===== config.mk =====
export PLATFORM = sky130hd
export DESIGN_NAME = encoder_move_ctrl_flat
export DESIGN_NICKNAME = d
export VERILOG_FILES = /design/src/rtl/encoder_move_ctrl_if.sv /design/src/rtl/encoder_move_ctrl.sv /design/src/flat_wrapper.sv
export SDC_FILE = /design/constraint.sdc
export NUM_CORES = 1
export LEC_CHECK = 0
export ABC_AREA = 1
export ABC_CLOCK_PERIOD_IN_PS = 2600
export CAP_MARGIN = 20
export CORE_MARGIN = 1.5
export CORE_UTILIZATION = 50
export DETAILED_ROUTE_END_ITERATION = 16
export HOLD_SLACK_MARGIN = 0.15
export PLACE_DENSITY = 0.8
export SETUP_SLACK_MARGIN = 0.1
export SLEW_MARGIN = 20
export SYNTH_ARGS = -nofsm -noshare
export SYNTH_HDL_FRONTEND = slang
export SYNTH_SLANG_ARGS = --single-unit
export TNS_END_PERCENT = 30

===== constraint.sdc =====
create_clock -name clk -period 2.6 [get_ports clk]
set_clock_uncertainty 0.15 [all_clocks]
set_input_delay 0.39 -clock clk [delete_from_list [all_inputs] [get_ports clk]]
set_output_delay 0.39 -clock clk [all_outputs]
set_load 0.02 [all_outputs]

===== src/rtl/encoder_move_ctrl_if.sv =====
// Command/status bundle between the navigation FSM (master) and encoder_move_ctrl (slave).
interface encoder_move_ctrl_if #(
  parameter int unsigned CNT_W = 10
);
  logic             start;
  logic [1:0]       mode;
  logic [CNT_W-1:0] target;
  logic             abort;
  logic [3:0]       in_drv;
  logic             en_a;
  logic             en_b;
  logic             busy;
  logic             done;
  logic             aborted;
  logic             fault;
  logic [CNT_W-1:0] cnt_a;
  logic [CNT_W-1:0] cnt_b;

  modport master (
    output start, mode, target, abort,
    input  in_drv, en_a, en_b, busy, done, aborted, fault, cnt_a, cnt_b
  );

  modport slave (
    input  start, mode, target, abort,
    output in_drv, en_a, en_b, busy, done, aborted, fault, cnt_a, cnt_b
  );
endinterface


===== src/rtl/encoder_move_ctrl.sv =====
// Closed-loop two-wheel move sequencer with encoder tick counting and skew gating.
// Optional stall watchdog enabled by defining ENC_WATCHDOG_EN.
module encoder_move_ctrl #(
  parameter int unsigned CNT_W    = 10,
  parameter int unsigned SYNC_N   = 2,
  parameter int unsigned SKEW_MAX = 2,
  parameter int unsigned WD_W     = 20
) (
  input  logic                clk,
  input  logic                rst,
  input  logic                enc_a,
  input  logic                enc_b,
  encoder_move_ctrl_if.slave  bus
);

  localparam int unsigned EW = CNT_W + 1;
  localparam logic [CNT_W-1:0] CNT_MAX = '1;

  typedef enum logic [1:0] {S_IDLE, S_RUN, S_DONE} state_e;

  state_e            state_q, state_d;
  logic [SYNC_N-1:0] sync_a_q, sync_a_d, sync_b_q, sync_b_d;
  logic              prev_a_q, prev_a_d, prev_b_q, prev_b_d;
  logic [CNT_W-1:0]  cnt_a_q, cnt_a_d, cnt_b_q, cnt_b_d;
  logic [CNT_W-1:0]  target_q, target_d;
  logic [1:0]        mode_q, mode_d;
  logic [3:0]        in_drv_q, in_drv_d;
  logic              en_a_q, en_a_d, en_b_q, en_b_d;
  logic              busy_q, busy_d, done_q, done_d;
  logic              aborted_q, aborted_d, fault_q, fault_d;

  logic              edge_a_c, edge_b_c;
  logic [EW-1:0]     a_x, b_x, t_x;
  logic              a_reached, b_reached, a_lead, b_lead;

`ifdef ENC_WATCHDOG_EN
  localparam logic [WD_W-1:0] WD_MAX = '1;
  logic [WD_W-1:0]   wd_q, wd_d;
`else
  logic              unused_wd;
  assign unused_wd = (WD_W == 0);
`endif

  // Synchroniser chains feed a rising-edge detector on the last stage.
  always_comb begin
    sync_a_d = {sync_a_q[SYNC_N-2:0], enc_a};
    sync_b_d = {sync_b_q[SYNC_N-2:0], enc_b};
    prev_a_d = sync_a_q[SYNC_N-1];
    prev_b_d = sync_b_q[SYNC_N-1];
    edge_a_c = sync_a_q[SYNC_N-1] & ~prev_a_q;
    edge_b_c = sync_b_q[SYNC_N-1] & ~prev_b_q;
  end

  // Extended-width compares so cnt + SKEW_MAX never wraps.
  always_comb begin
    a_x       = EW'(cnt_a_q);
    b_x       = EW'(cnt_b_q);
    t_x       = EW'(target_q);
    a_reached = (a_x >= t_x);
    b_reached = (b_x >= t_x);
    a_lead    = (a_x > (b_x + EW'(SKEW_MAX)));
    b_lead    = (b_x > (a_x + EW'(SKEW_MAX)));
  end

  // Next state, latched command, counters and completion flags.
  always_comb begin
    state_d   = state_q;
    mode_d    = mode_q;
    target_d  = target_q;
    cnt_a_d   = cnt_a_q;
    cnt_b_d   = cnt_b_q;
    aborted_d = aborted_q;
    fault_d   = fault_q;
`ifdef ENC_WATCHDOG_EN
    wd_d      = '0;
`endif

    if (state_q == S_RUN) begin
      if (edge_a_c && (cnt_a_q != CNT_MAX)) cnt_a_d = cnt_a_q + CNT_W'(1);
      if (edge_b_c && (cnt_b_q != CNT_MAX)) cnt_b_d = cnt_b_q + CNT_W'(1);
`ifdef ENC_WATCHDOG_EN
      if (edge_a_c || edge_b_c) wd_d = '0;
      else if (wd_q != WD_MAX)  wd_d = wd_q + WD_W'(1);
      else                      wd_d = wd_q;
`endif
    end

    case (state_q)
      S_IDLE: begin
        if (bus.start) begin
          mode_d    = bus.mode;
          target_d  = bus.target;
          cnt_a_d   = '0;
          cnt_b_d   = '0;
          aborted_d = 1'b0;
          fault_d   = 1'b0;
          state_d   = (bus.target == '0) ? S_DONE : S_RUN;
        end
      end
      S_RUN: begin
        if (bus.abort) begin
          aborted_d = 1'b1;
          state_d   = S_DONE;
        end
`ifdef ENC_WATCHDOG_EN
        else if (wd_q == WD_MAX) begin
          aborted_d = 1'b1;
          fault_d   = 1'b1;
          state_d   = S_DONE;
        end
`endif
        else if (a_reached && b_reached) begin
          state_d = S_DONE;
        end
      end
      S_DONE:  state_d = S_IDLE;
      default: state_d = S_IDLE;
    endcase
  end

  // Drive outputs follow the registered state by one cycle.
  always_comb begin
    in_drv_d = 4'b0000;
    en_a_d   = 1'b0;
    en_b_d   = 1'b0;
    busy_d   = 1'b0;
    done_d   = (state_q == S_DONE);
    if (state_q == S_RUN) begin
      busy_d = 1'b1;
      en_a_d = ~a_reached & ~a_lead;
      en_b_d = ~b_reached & ~b_lead;
      case (mode_q)
        2'b00: in_drv_d = 4'b1001;
        2'b01: in_drv_d = 4'b0101;
        2'b10: in_drv_d = 4'b1010;
        2'b11: in_drv_d = 4'b0110;
      endcase
    end
  end

  always_ff @(posedge clk or posedge rst) begin
    if (rst) begin
      state_q   <= S_IDLE;
      sync_a_q  <= '0;
      sync_b_q  <= '0;
      prev_a_q  <= 1'b0;
      prev_b_q  <= 1'b0;
      cnt_a_q   <= '0;
      cnt_b_q   <= '0;
      target_q  <= '0;
      mode_q    <= 2'b00;
      in_drv_q  <= 4'b0000;
      en_a_q    <= 1'b0;
      en_b_q    <= 1'b0;
      busy_q    <= 1'b0;
      done_q    <= 1'b0;
      aborted_q <= 1'b0;
      fault_q   <= 1'b0;
`ifdef ENC_WATCHDOG_EN
      wd_q      <= '0;
`endif
    end else begin
      state_q   <= state_d;
      sync_a_q  <= sync_a_d;
      sync_b_q  <= sync_b_d;
      prev_a_q  <= prev_a_d;
      prev_b_q  <= prev_b_d;
      cnt_a_q   <= cnt_a_d;
      cnt_b_q   <= cnt_b_d;
      target_q  <= target_d;
      mode_q    <= mode_d;
      in_drv_q  <= in_drv_d;
      en_a_q    <= en_a_d;
      en_b_q    <= en_b_d;
      busy_q    <= busy_d;
      done_q    <= done_d;
      aborted_q <= aborted_d;
      fault_q   <= fault_d;
`ifdef ENC_WATCHDOG_EN
      wd_q      <= wd_d;
`endif
    end
  end

  assign bus.in_drv  = in_drv_q;
  assign bus.en_a    = en_a_q;
  assign bus.en_b    = en_b_q;
  assign bus.busy    = busy_q;
  assign bus.done    = done_q;
  assign bus.aborted = aborted_q;
  assign bus.fault   = fault_q;
  assign bus.cnt_a   = cnt_a_q;
  assign bus.cnt_b   = cnt_b_q;

endmodule

===== src/flat_wrapper.sv =====
// flat-port wrapper written by rule: the top's interface ports become plain ports
module encoder_move_ctrl_flat 
#(
  parameter int unsigned CNT_W    = 10,
  parameter int unsigned SYNC_N   = 2,
  parameter int unsigned SKEW_MAX = 2,
  parameter int unsigned WD_W     = 20
)
  (clk, rst, enc_a, enc_b, bus_start, bus_mode, bus_target, bus_abort, bus_in_drv, bus_en_a, bus_en_b, bus_busy, bus_done, bus_aborted, bus_fault, bus_cnt_a, bus_cnt_b);
  encoder_move_ctrl_if #(.CNT_W(CNT_W)) bus_i ();
  input  logic clk;
  input  logic rst;
  input  logic enc_a;
  input  logic enc_b;
  input wire logic [$bits(bus_i.start)-1:0] bus_start;
  input wire logic [$bits(bus_i.mode)-1:0] bus_mode;
  input wire logic [$bits(bus_i.target)-1:0] bus_target;
  input wire logic [$bits(bus_i.abort)-1:0] bus_abort;
  output wire logic [$bits(bus_i.in_drv)-1:0] bus_in_drv;
  output wire logic [$bits(bus_i.en_a)-1:0] bus_en_a;
  output wire logic [$bits(bus_i.en_b)-1:0] bus_en_b;
  output wire logic [$bits(bus_i.busy)-1:0] bus_busy;
  output wire logic [$bits(bus_i.done)-1:0] bus_done;
  output wire logic [$bits(bus_i.aborted)-1:0] bus_aborted;
  output wire logic [$bits(bus_i.fault)-1:0] bus_fault;
  output wire logic [$bits(bus_i.cnt_a)-1:0] bus_cnt_a;
  output wire logic [$bits(bus_i.cnt_b)-1:0] bus_cnt_b;
  assign bus_i.start = bus_start;
  assign bus_i.mode = bus_mode;
  assign bus_i.target = bus_target;
  assign bus_i.abort = bus_abort;
  assign bus_in_drv = bus_i.in_drv;
  assign bus_en_a = bus_i.en_a;
  assign bus_en_b = bus_i.en_b;
  assign bus_busy = bus_i.busy;
  assign bus_done = bus_i.done;
  assign bus_aborted = bus_i.aborted;
  assign bus_fault = bus_i.fault;
  assign bus_cnt_a = bus_i.cnt_a;
  assign bus_cnt_b = bus_i.cnt_b;
  encoder_move_ctrl #(.CNT_W(CNT_W), .SYNC_N(SYNC_N), .SKEW_MAX(SKEW_MAX), .WD_W(WD_W)) u_core (.clk(clk), .rst(rst), .enc_a(enc_a), .enc_b(enc_b), .bus(bus_i));
endmodule

==> results.py, run 1 <==
metrics = {
    "synthesis": {
        "syn-instance-count": 438,
        "yosys_warnings": 0,
        "synth_top_area_share_pct": 37.2,
        "synth_area_um2": 3290,
        "yosysSeqAreaShare_pct": 37.2,
        "yosysMostFrequentCell": "nand2_1",
        "yosysTopAreaCell": "dfrtp_1",
        "synth_adder_area_share_pct": 16.3,
        "synth_edf_count": 0,
        "synth-xor-area-share_pct": 2.13,
        "synth_common_cells": "nand2_1 (115), inv_1 (71), dfrtp_1 (49), nor2_1 (49), ha_1 (43)",
        "synth-async-reset-ratio_pct": 100,
        "synth_top_family_by_area": "simple AND/OR/NAND/NOR gates",
        "synthSimpleGateAreaFrac_pct": 26.1,
        "ys.flop_type": "dfrtp_1",
        "synth.distinct_cells": 28,
        "synth_compound_area_share_pct": 8.97,
        "ys_ff_latch": 49,
        "synth.avg_cell_area_um2": 7.52,
        "syn_nets": 499,
        "netlist_top_cells_area": "dfrtp_1 (37%), ha_1 (16%), nand2_1 (13%), inv_1 (8.1%), nor2_1 (5.6%)",
        "synthMuxAreaShare_pct": 0,
    },
    "power": {
        "clkPwrFrac_pct": 15.7,
        "p_int_uw": 1700,
        "powerDensity_nw_per_um2": 741,
        "swShare_pct": 42.6,
        "p_sw_uw": 1260,
        "seqPwrFrac_pct": 36.1,
        "p_leak_uw": 0.00202,
        "vdd_drop_max_v": 0.000575,
        "combPwrFrac_pct": 48.2,
    },
    "routing": {
        "wire_per_inst_um": 14.2,
        "ant_nets": 0,
        "viasPerCell": 5.32,
        "vias": 3045,
        "dr.pass1.iters": 7,
        "drcViolationCount": 0,
        "drt-initial-drc-count": 238,
        "routed_wirelength_mm": 8.12,
    },
    "status": {
        "status": "finished clean",
    },
    "finish": {
        "syn2layout_area_growth_pct": 21.2,
        "fin_area_um2": 3990,
        "finalNetCount": 555,
        "drive_above_1_share_pct": 6.46,
        "diodes": 0,
        "fin_util_pct": 62.8,
    },
    "grt": {
        "grt_max_degree": 26,
        "grt_antenna_before_repair": 0,
        "grt_pass1_wl_mm": 13.4,
        "grt_pass1_vias": 2838,
        "overflow": 0,
        "grt.total_usage_pct": 23.7,
    },
    "clocking": {
        "clk_latency_ns": 0.31,
        "cts_tree": "built",
        "cts-buffers-inserted": 5,
        "postCtsSetupRepairBufs": 0,
        "clkTransAtPathRegs_ns": 0.09,
        "ctsHoldBuffers": 0,
        "cts_sinks": 49,
        "htreeDepth": 2,
        "cts-root-buf": "clkbuf_8",
        "cts_buffer_depth": 2,
    },
    "sta": {
        "setup_ws_ns": 0.177,
        "fin_crit_ns": 2.42,
        "relSlewSlack_pct": 51.9,
        "fin_tns_setup_ns": 0,
        "drv_slew": 0,
        "fmax_mhz": 413,
        "post-route-period-util_pct": 93.2,
        "setup_viol": 0,
        "worst_slew_pin_slew_ns": 0.721,
        "rsz0062_at_grt": "yes",
        "finalHoldViolCount": 0,
    },
    "placement": {
        "portBuffers": 46,
        "preCtsSetupSlack_ns": 0.203,
        "place.gp.congestion": 0.844,
        "dp.final_hpwl_mm": 6.15,
        "place_area_um2": 3880,
    },
    "hold_path": {
        "hold_path_class": "reg -> reg",
    },
    "die": {
        "die_h_um": 84.2,
        "die_x_um": 84.2,
        "initial_core_util_pct": 51.9,
        "io-pin-count": 48,
        "die_area_um2": 7080,
        "fp.coreArea_um2": 6350,
        "row_count": 29,
    },
    "critical_path": {
        "start_kind": "register",
        "cp.arrival_ns": 2.50,
        "worstSetupEndpointType": "register",
        "cp.required_ns": 2.68,
        "crit_fanout": 4,
        "critical_path_class": "reg -> reg",
    },
    "job": {
        "drv_cap": 0,
    },
}
==> sequential cells by signal (all words and copies together) (netlist names), 2 cells and up <==
name	count
u_core.bus.cnt_a	10
u_core.sync_a_q	2
u_core.state_q	2
u_core.bus.in_drv	4
u_core.sync_b_q	2
u_core.target_q	10
u_core.mode_q	2
u_core.bus.cnt_b	10
==> cells in the final DEF (no fill, tap or decap), types with 4 or more instances in the layout <==
| cell type | count |
|---|---|
| a21oi_1 | 22 |
| buf_4 | 8 |
| clkbuf_8 | 5 |
| clkdlybuf4s50_1 | 46 |
| dfrtp_1 | 47 |
| ha_1 | 41 |
| inv_1 | 69 |
| inv_2 | 4 |
| nand2_1 | 115 |
| nand3_1 | 19 |
| nand4_1 | 9 |
| nor2_1 | 48 |
| o21ai_0 | 29 |
| xor2_1 | 7 |
==> final timing paths <==
check / start / endpoint / slack (ns) / cells past startpoint
worst min register to register: u_core.sync_b_q[0] / u_core.sync_b_q[1] / 0.20 / 0
worst max-delay path: u_core.bus.cnt_a[1] / u_core.bus.en_b / 0.18 / 13
worst max register to register: u_core.bus.cnt_a[1] / u_core.bus.en_b / 0.18 / 13
min in group asynchronous: rst / u_core.sync_a_q[0] / 0.25 / 2
max in group asynchronous: rst / u_core.bus.cnt_a[4] / 1.44 / 3
worst min-delay path: u_core.sync_b_q[0] / u_core.sync_b_q[1] / 0.20 / 0
==> layout make-up <==
type | count | area (µm²)
inverter | 73 | 274
tap | 77 | 96.3
sequential | 49 | 1230
timing repair buffer | 54 | 520
clock buffer | 6 | 72.6
multi-input combinational | 311 | 1780
fill | 539 | 2360
clock inverter | 2 | 13.8
==> power by group through the flow <==
stage	sequential (µW)	combinational, µW	clock (µW)
after floorplan	1190	787	0
after global placement	1070	1360	0
after detailed placement	1080	1410	0
after CTS	1070	1420	478
after global routing	1090	1610	508
final	1070	1420	465
==> critical path, stage by stage, from the launching register on <==
cell and delay (ns):
dfrtp_1 0.37, ha_2 0.21, nand4_1 0.21, nor2_1 0.25, inv_2 0.09, o21ai_2 0.16
o21ai_0 0.12, ha_1 0.30, nand2_1 0.05, inv_1 0.06, nand4_1 0.10, nand2_1 0.07
inv_1 0.04, a21oi_1 0.16
==> what timing repair did <==
action / CTS / global route
pin swaps: 0 / 1
setup endpoints to repair: 1 / 2
gates resized for setup: 2 / 8
==> per-stage QoR <==
step                      instances  power, µW  hold slack [ns]
after floorplan                 438       1970            0.181
after global placement          564       2430            0.184
after detailed placement        564       2490            0.186
after CTS                       572       2960            0.207
after global routing            572       3210            0.229
final                           572       2960            0.205
==> logic make-up after synthesis <==
logic type | Yosys count
and+or+nand+nor | 202
buffers and inverters | 78
AOI/OAI and AO/OA | 57
DFF | 49
adders and majority gates | 43
xor gates and xnor gates | 8
other | 1
==> layer usage <==
layer	part of all wire (%)	global-route usage (%)	vias to the layer above	routed length, µm
met1	44	32.2	1432	3600
met3	5.1	4.03	14	416
met2	48	38.8	100	3890
met4	2.6	7.75	0	208
met5	0	0	-	0
li1	-	-	1499	-
Note: power is estimated with default switching activity, not from simulation.
==> run 2: changes to the inputs <==
--- a/constraint.sdc
+++ b/constraint.sdc
@@ -4,2 +4,2 @@
 set_output_delay 0.39 -clock clk [all_outputs]
-set_load 0.02 [all_outputs]
+set_load 0.05 [all_outputs]
==> run 2 against run 1 <==
Net effect: first-iteration DRC count increased by 12%; register-to-register slack better by 0.10 ns; design area increased by 0.75%; final cell count shrank 0.17%; critical path depth unchanged; setup slack better by 0.10 ns; sequential power about the same; wire length fell by 1.9%; die area is the same; utilization is 0.47 points higher; non-clock buffer count decreased by 1; critical path type unchanged.
==> results.py, run 2 (synthesis results as in run 1) <==
metrics = {
    "status": {
        "status": "finished clean",
    },
    "critical_path": {
        "cp.required_ns": 2.69,
        "critical_path_class": "reg -> reg",
        "crit_fanout": 4,
        "cp.arrival_ns": 2.41,
        "reg2reg_slack_ns": 0.28,
        "worstSetupEndpointType": "register",
        "start_kind": "register",
    },
    "routing": {
        "dr.pass1.iters": 4,
        "vias": 2975,
        "ant_nets": 0,
        "wire_per_inst_um": 13.9,
        "drt-initial-drc-count": 266,
        "routed_wirelength_mm": 7.97,
        "drcViolationCount": 0,
        "viasPerCell": 5.21,
    },
    "sta": {
        "fin_tns_setup_ns": 0,
        "post-route-period-util_pct": 89.3,
        "finalHoldViolCount": 0,
        "setup_viol": 0,
        "worst_slew_pin_slew_ns": 0.665,
        "rsz0062_at_grt": "yes",
        "fmax_mhz": 431,
        "drv_slew": 0,
        "fin_crit_ns": 2.32,
        "relSlewSlack_pct": 55.6,
        "hold-worst-slack_ns": 0.202,
    },
    "placement": {
        "portBuffers": 46,
        "dp.final_hpwl_mm": 6.07,
        "place.gp.congestion": 0.956,
    },
    "finish": {
        "layout_common_cells": "nand2_1 (115), inv_1 (70), nor2_1 (48)",
        "drive_above_1_share_pct": 6.07,
        "finalNetCount": 554,
        "syn2layout_area_growth_pct": 22.1,
        "final_common_cell": "nand2_1",
        "n_fill_cell": 550,
        "diodes": 0,
    },
    "die": {
        "die_x_um": 84.2,
        "fp.coreArea_um2": 6350,
        "row_count": 29,
        "die_area_um2": 7080,
        "initial_core_util_pct": 51.9,
        "die_h_um": 84.2,
        "io-pin-count": 48,
    },
    "clocking": {
        "cts_sinks": 49,
        "cts_buffer_depth": 2,
        "clkTransAtPathRegs_ns": 0.10,
        "clk_latency_ns": 0.31,
        "cts-buffers-inserted": 5,
        "htreeDepth": 2,
        "cts-root-buf": "clkbuf_8",
        "ctsHoldBuffers": 0,
        "cts_tree": "built",
    },
    "grt": {
        "grt_pass1_vias": 2776,
        "overflow": 0,
        "grt_antenna_before_repair": 0,
        "grt_max_degree": 32,
        "grt.total_usage_pct": 23.5,
        "grt_pass1_wl_mm": 13.2,
    },
    "job": {
        "drv_cap": 0,
    },
    "power": {
        "powerDensity_nw_per_um2": 810,
        "vdd_drop_max_v": 0.000702,
        "p_leak_uw": 0.00203,
    },
    "hold_path": {
        "hold_path_class": "reg -> reg",
    },
}
==> run 2: worst max-delay path, cell delays in order (launching register included) <==
cell and delay, ns:
dfrtp_1 0.37, ha_1 0.23, nand4_1 0.20, nor2_1 0.17
inv_1 0.10, o21ai_1 0.16, o21ai_0 0.12, ha_1 0.32
nand2_1 0.06, inv_1 0.06, nand4_1 0.09, nand2_1 0.07
inv_1 0.04, a21oi_1 0.13
==> run 2: metrics by stage <==
stage          setup slack [ns]  power, µW  instances  instance area (µm²)  util [%]
2_1_floorplan            0.0334       2180        438                 3300         -
3_3_place_gp              0.268       2640        561                 3880      61.1
3_5_place_dp              0.178       2700        561                 3880      61.1
4_1_cts                   0.146       3270        569                 3990      62.8
5_1_grt                  0.0993       3520        571                 4020      63.3
6_report                  0.279       3260        571                 4020      63.3
==> run 2: final cells by class <==
cell class | instances | area (µm²) | share of cell area, %
Multi-Input combinational cell | 311 | 1780 | 44.4
Sequential cell | 49 | 1230 | 30.6
Timing Repair Buffer | 53 | 526 | 13.1
Inverter | 73 | 274 | 6.82
Tap cell | 77 | 96.3 | 2.40
Clock buffer | 6 | 72.6 | 1.81
Clock inverter | 2 | 38.8 | 0.965
==> run 2: where the power goes <==
part	total [µW]	switching (µW)	leakage, µW	internal, µW
registers	1070	115	0.000630	957
clock network	561	272	0.0000554	289
logic	1620	1080	0.00134	548
==> run 2: path summary, 6_finish.rpt <==
check / startpoint / end / cells past startpoint
max in group asynchronous: rst / u_core.sync_a_q[0] / 3
worst min-delay path: u_core.sync_b_q[0] / u_core.sync_b_q[1] / 0
min in group asynchronous: rst / u_core.bus.cnt_a[2] / 2
worst max-delay path: u_core.bus.cnt_a[1] / u_core.bus.en_b / 13
worst min register to register: u_core.sync_b_q[0] / u_core.sync_b_q[1] / 0
worst max register to register: u_core.bus.cnt_a[1] / u_core.bus.en_b / 13
==> run 2: repair_timing <==
action / CTS / global route
endpoints found under the setup margin: 0 / 2
gates resized for setup: 0 / 7
buffers inserted: 0 / 2
==> run 2: metal layers <==
| layer | up-vias | routed length (µm) | GRT usage (%) |
|---|---|---|---|
| li1 | 1502 | - | - |
| met1 | 1392 | 3560 | 31.0 |
| met2 | 65 | 3900 | 39.5 |
| met3 | 16 | 309 | 3.34 |
| met4 | 0 | 193 | 8.49 |
| met5 | - | 0 | 0 |
==> run 3: changes to the inputs <==
Settings changed: CORE_MARGIN 1.5 to not set.
==> run 3 against run 2 <==
Net effect: sequential share of layout area hardly changed; wire length shrank 2.6%; combinational power about the same; critical path depth unchanged; setup slack got worse by 0.014 ns; highest routed layer unchanged; utilization shrank 0.099 points; via count about the same; first-iteration DRC count down 13%; largest power group unchanged; sequential power hardly changed.
==> results.py, run 3 (synthesis results as in run 1) <==
metrics = {
    "status": {
        "status": "finished clean",
    },
    "critical_path": {
        "crit_fanout": 4,
        "cp.required_ns": 2.68,
        "endpoint": "u_core.bus.en_b",
        "r2r_start": "u_core.bus.cnt_a[1]",
        "worstSetupEndpointType": "register",
        "rr_endpoint": "u_core.bus.en_b",
        "critical_path_class": "reg -> reg",
        "reg2reg_slack_ns": 0.26,
        "start_kind": "register",
        "cp.arrival_ns": 2.42,
        "crit_path_start": "u_core.bus.cnt_a[1]",
        "ff2ff_path_depth": 13,
    },
    "clocking": {
        "clk_latency_ns": 0.31,
        "cts-buffers-inserted": 5,
        "clkTransAtPathRegs_ns": 0.10,
        "ctsHoldBuffers": 0,
        "cts-root-buf": "clkbuf_8",
        "cts_tree": "built",
        "htreeDepth": 2,
        "cts_sinks": 49,
        "cts_buffer_depth": 2,
    },
    "die": {
        "die_area_um2": 6910,
        "io-pin-count": 48,
        "die_x_um": 83.2,
        "die_h_um": 83.2,
        "fp.coreArea_um2": 6350,
        "initial_core_util_pct": 51.9,
        "row_count": 29,
    },
    "hold_path": {
        "hold_depth": 0,
        "hold_path_class": "reg -> reg",
    },
    "sta": {
        "rsz0062_at_grt": "yes",
        "post-route-period-util_pct": 89.8,
        "fmax_mhz": 428,
        "relSlewSlack_pct": 54.3,
        "setup_viol": 0,
        "fin_tns_setup_ns": 0,
        "fin_crit_ns": 2.34,
        "drv_slew": 0,
        "finalHoldViolCount": 0,
        "worst_slew_pin_slew_ns": 0.685,
    },
    "finish": {
        "syn2layout_area_growth_pct": 21.9,
        "final_common_cell": "nand2_1",
        "fin_cells": 570,
        "diodes": 0,
        "drive_above_1_share_pct": 6.09,
        "layout_common_cells": "nand2_1 (115), inv_1 (70), nor2_1 (47)",
        "finalNetCount": 553,
        "fin_util_pct": 63.2,
    },
    "routing": {
        "wire_per_inst_um": 13.6,
        "ant_nets": 0,
        "vias": 2977,
        "drt-initial-drc-count": 232,
        "dr.pass1.iters": 5,
        "routed_wirelength_mm": 7.76,
        "drcViolationCount": 0,
        "viasPerCell": 5.22,
    },
    "power": {
        "p_sw_uw": 1460,
        "p_int_uw": 1790,
        "finalPower_uw": 3250,
        "p_leak_uw": 0.00202,
        "swShare_pct": 44.9,
        "vdd_drop_max_v": 0.000613,
        "clkPwrFrac_pct": 17.3,
        "seqPwrFrac_pct": 33.0,
        "combPwrFrac_pct": 49.7,
        "powerDensity_nw_per_um2": 810,
    },
    "grt": {
        "grt_antenna_before_repair": 0,
        "grt_max_degree": 34,
        "overflow": 0,
        "grt_pass1_wl_mm": 13.1,
        "grt.total_usage_pct": 23.7,
        "grt_pass1_vias": 2777,
    },
    "placement": {
        "place.gp.congestion": 0.884,
        "portBuffers": 46,
        "post-place-cells": 560,
        "dp.final_hpwl_mm": 5.94,
    },
    "job": {
        "drv_cap": 0,
    },
}
## run 3: changes by cell type in the layout (fill, tap and decap cells not counted), sizes merged
cell  before  now
buf        7    6
## run 3: metal layers
metal / part of all wire (%) / GRT usage [%] / up-vias
met3: 5.5 / 4.17 / 15
li1: - / - / 1499
met2: 48 / 39.3 / 88
met5: 0 / 0 / -
met1: 44 / 31.6 / 1375
met4: 2.5 / 7.21 / 0
## run 3: through the flow
| step | setup WS, ns | hold slack (ns) | instance area, µm² |
|---|---|---|---|
| global placement | 0.269 | 0.185 | 3870 |
| global route | 0.0697 | 0.216 | 4010 |
| finish | 0.265 | 0.206 | 4010 |
| floorplan | 0.0334 | 0.181 | 3300 |
| CTS | 0.111 | 0.207 | 3980 |
| detailed placement | 0.0686 | 0.185 | 3870 |
## run 3: worst min-delay path by stage
stage | end | slack, ns | start
final | u_core.sync_b_q[1] | 0.21 | u_core.sync_b_q[0]
after floorplan | u_core.sync_a_q[1] | 0.18 | u_core.sync_a_q[0]
after CTS | u_core.sync_b_q[1] | 0.21 | u_core.sync_b_q[0]
after detailed placement | u_core.sync_b_q[1] | 0.18 | u_core.sync_b_q[0]
after global routing | u_core.sync_a_q[1] | 0.22 | u_core.sync_a_q[0]
after global placement | u_core.sync_a_q[1] | 0.19 | u_core.sync_a_q[0]
## run 3: what timing repair did
item                       4_1_cts  5_1_grt
gates resized for setup          1        7
setup endpoints to repair        1        2
setup buffers                    0        2
## run 3: critical path: stages, from the launching register on
cell     delay [ns]
dfrtp_1        0.36
ha_1           0.23
nand4_1        0.20
nor2_1         0.18
inv_1          0.09
o21ai_1        0.15
o21ai_0        0.11
ha_1           0.30
nand2_1        0.05
inv_1          0.07
nand4_1        0.10
nand2_1        0.07
inv_1          0.04
a21oi_1        0.15
## run 3: power groups by stage
stage	sequential (µW)	combinational [µW]	clock [µW]
final	1070	1620	563
after global placement	1080	1540	0
after floorplan	1390	789	0
after detailed placement	1090	1580	0
after CTS	1080	1600	574
after global routing	1090	1800	600
## run 3: area by class of cell
class	count	area, µm²
Timing Repair Buffer	52	518
Clock buffer	6	72.6
Sequential cell	49	1230
Multi-Input combinational cell	311	1780
Clock inverter	2	38.8
Inverter	73	274
Tap cell	77	96.3
Fill cell	560	2340
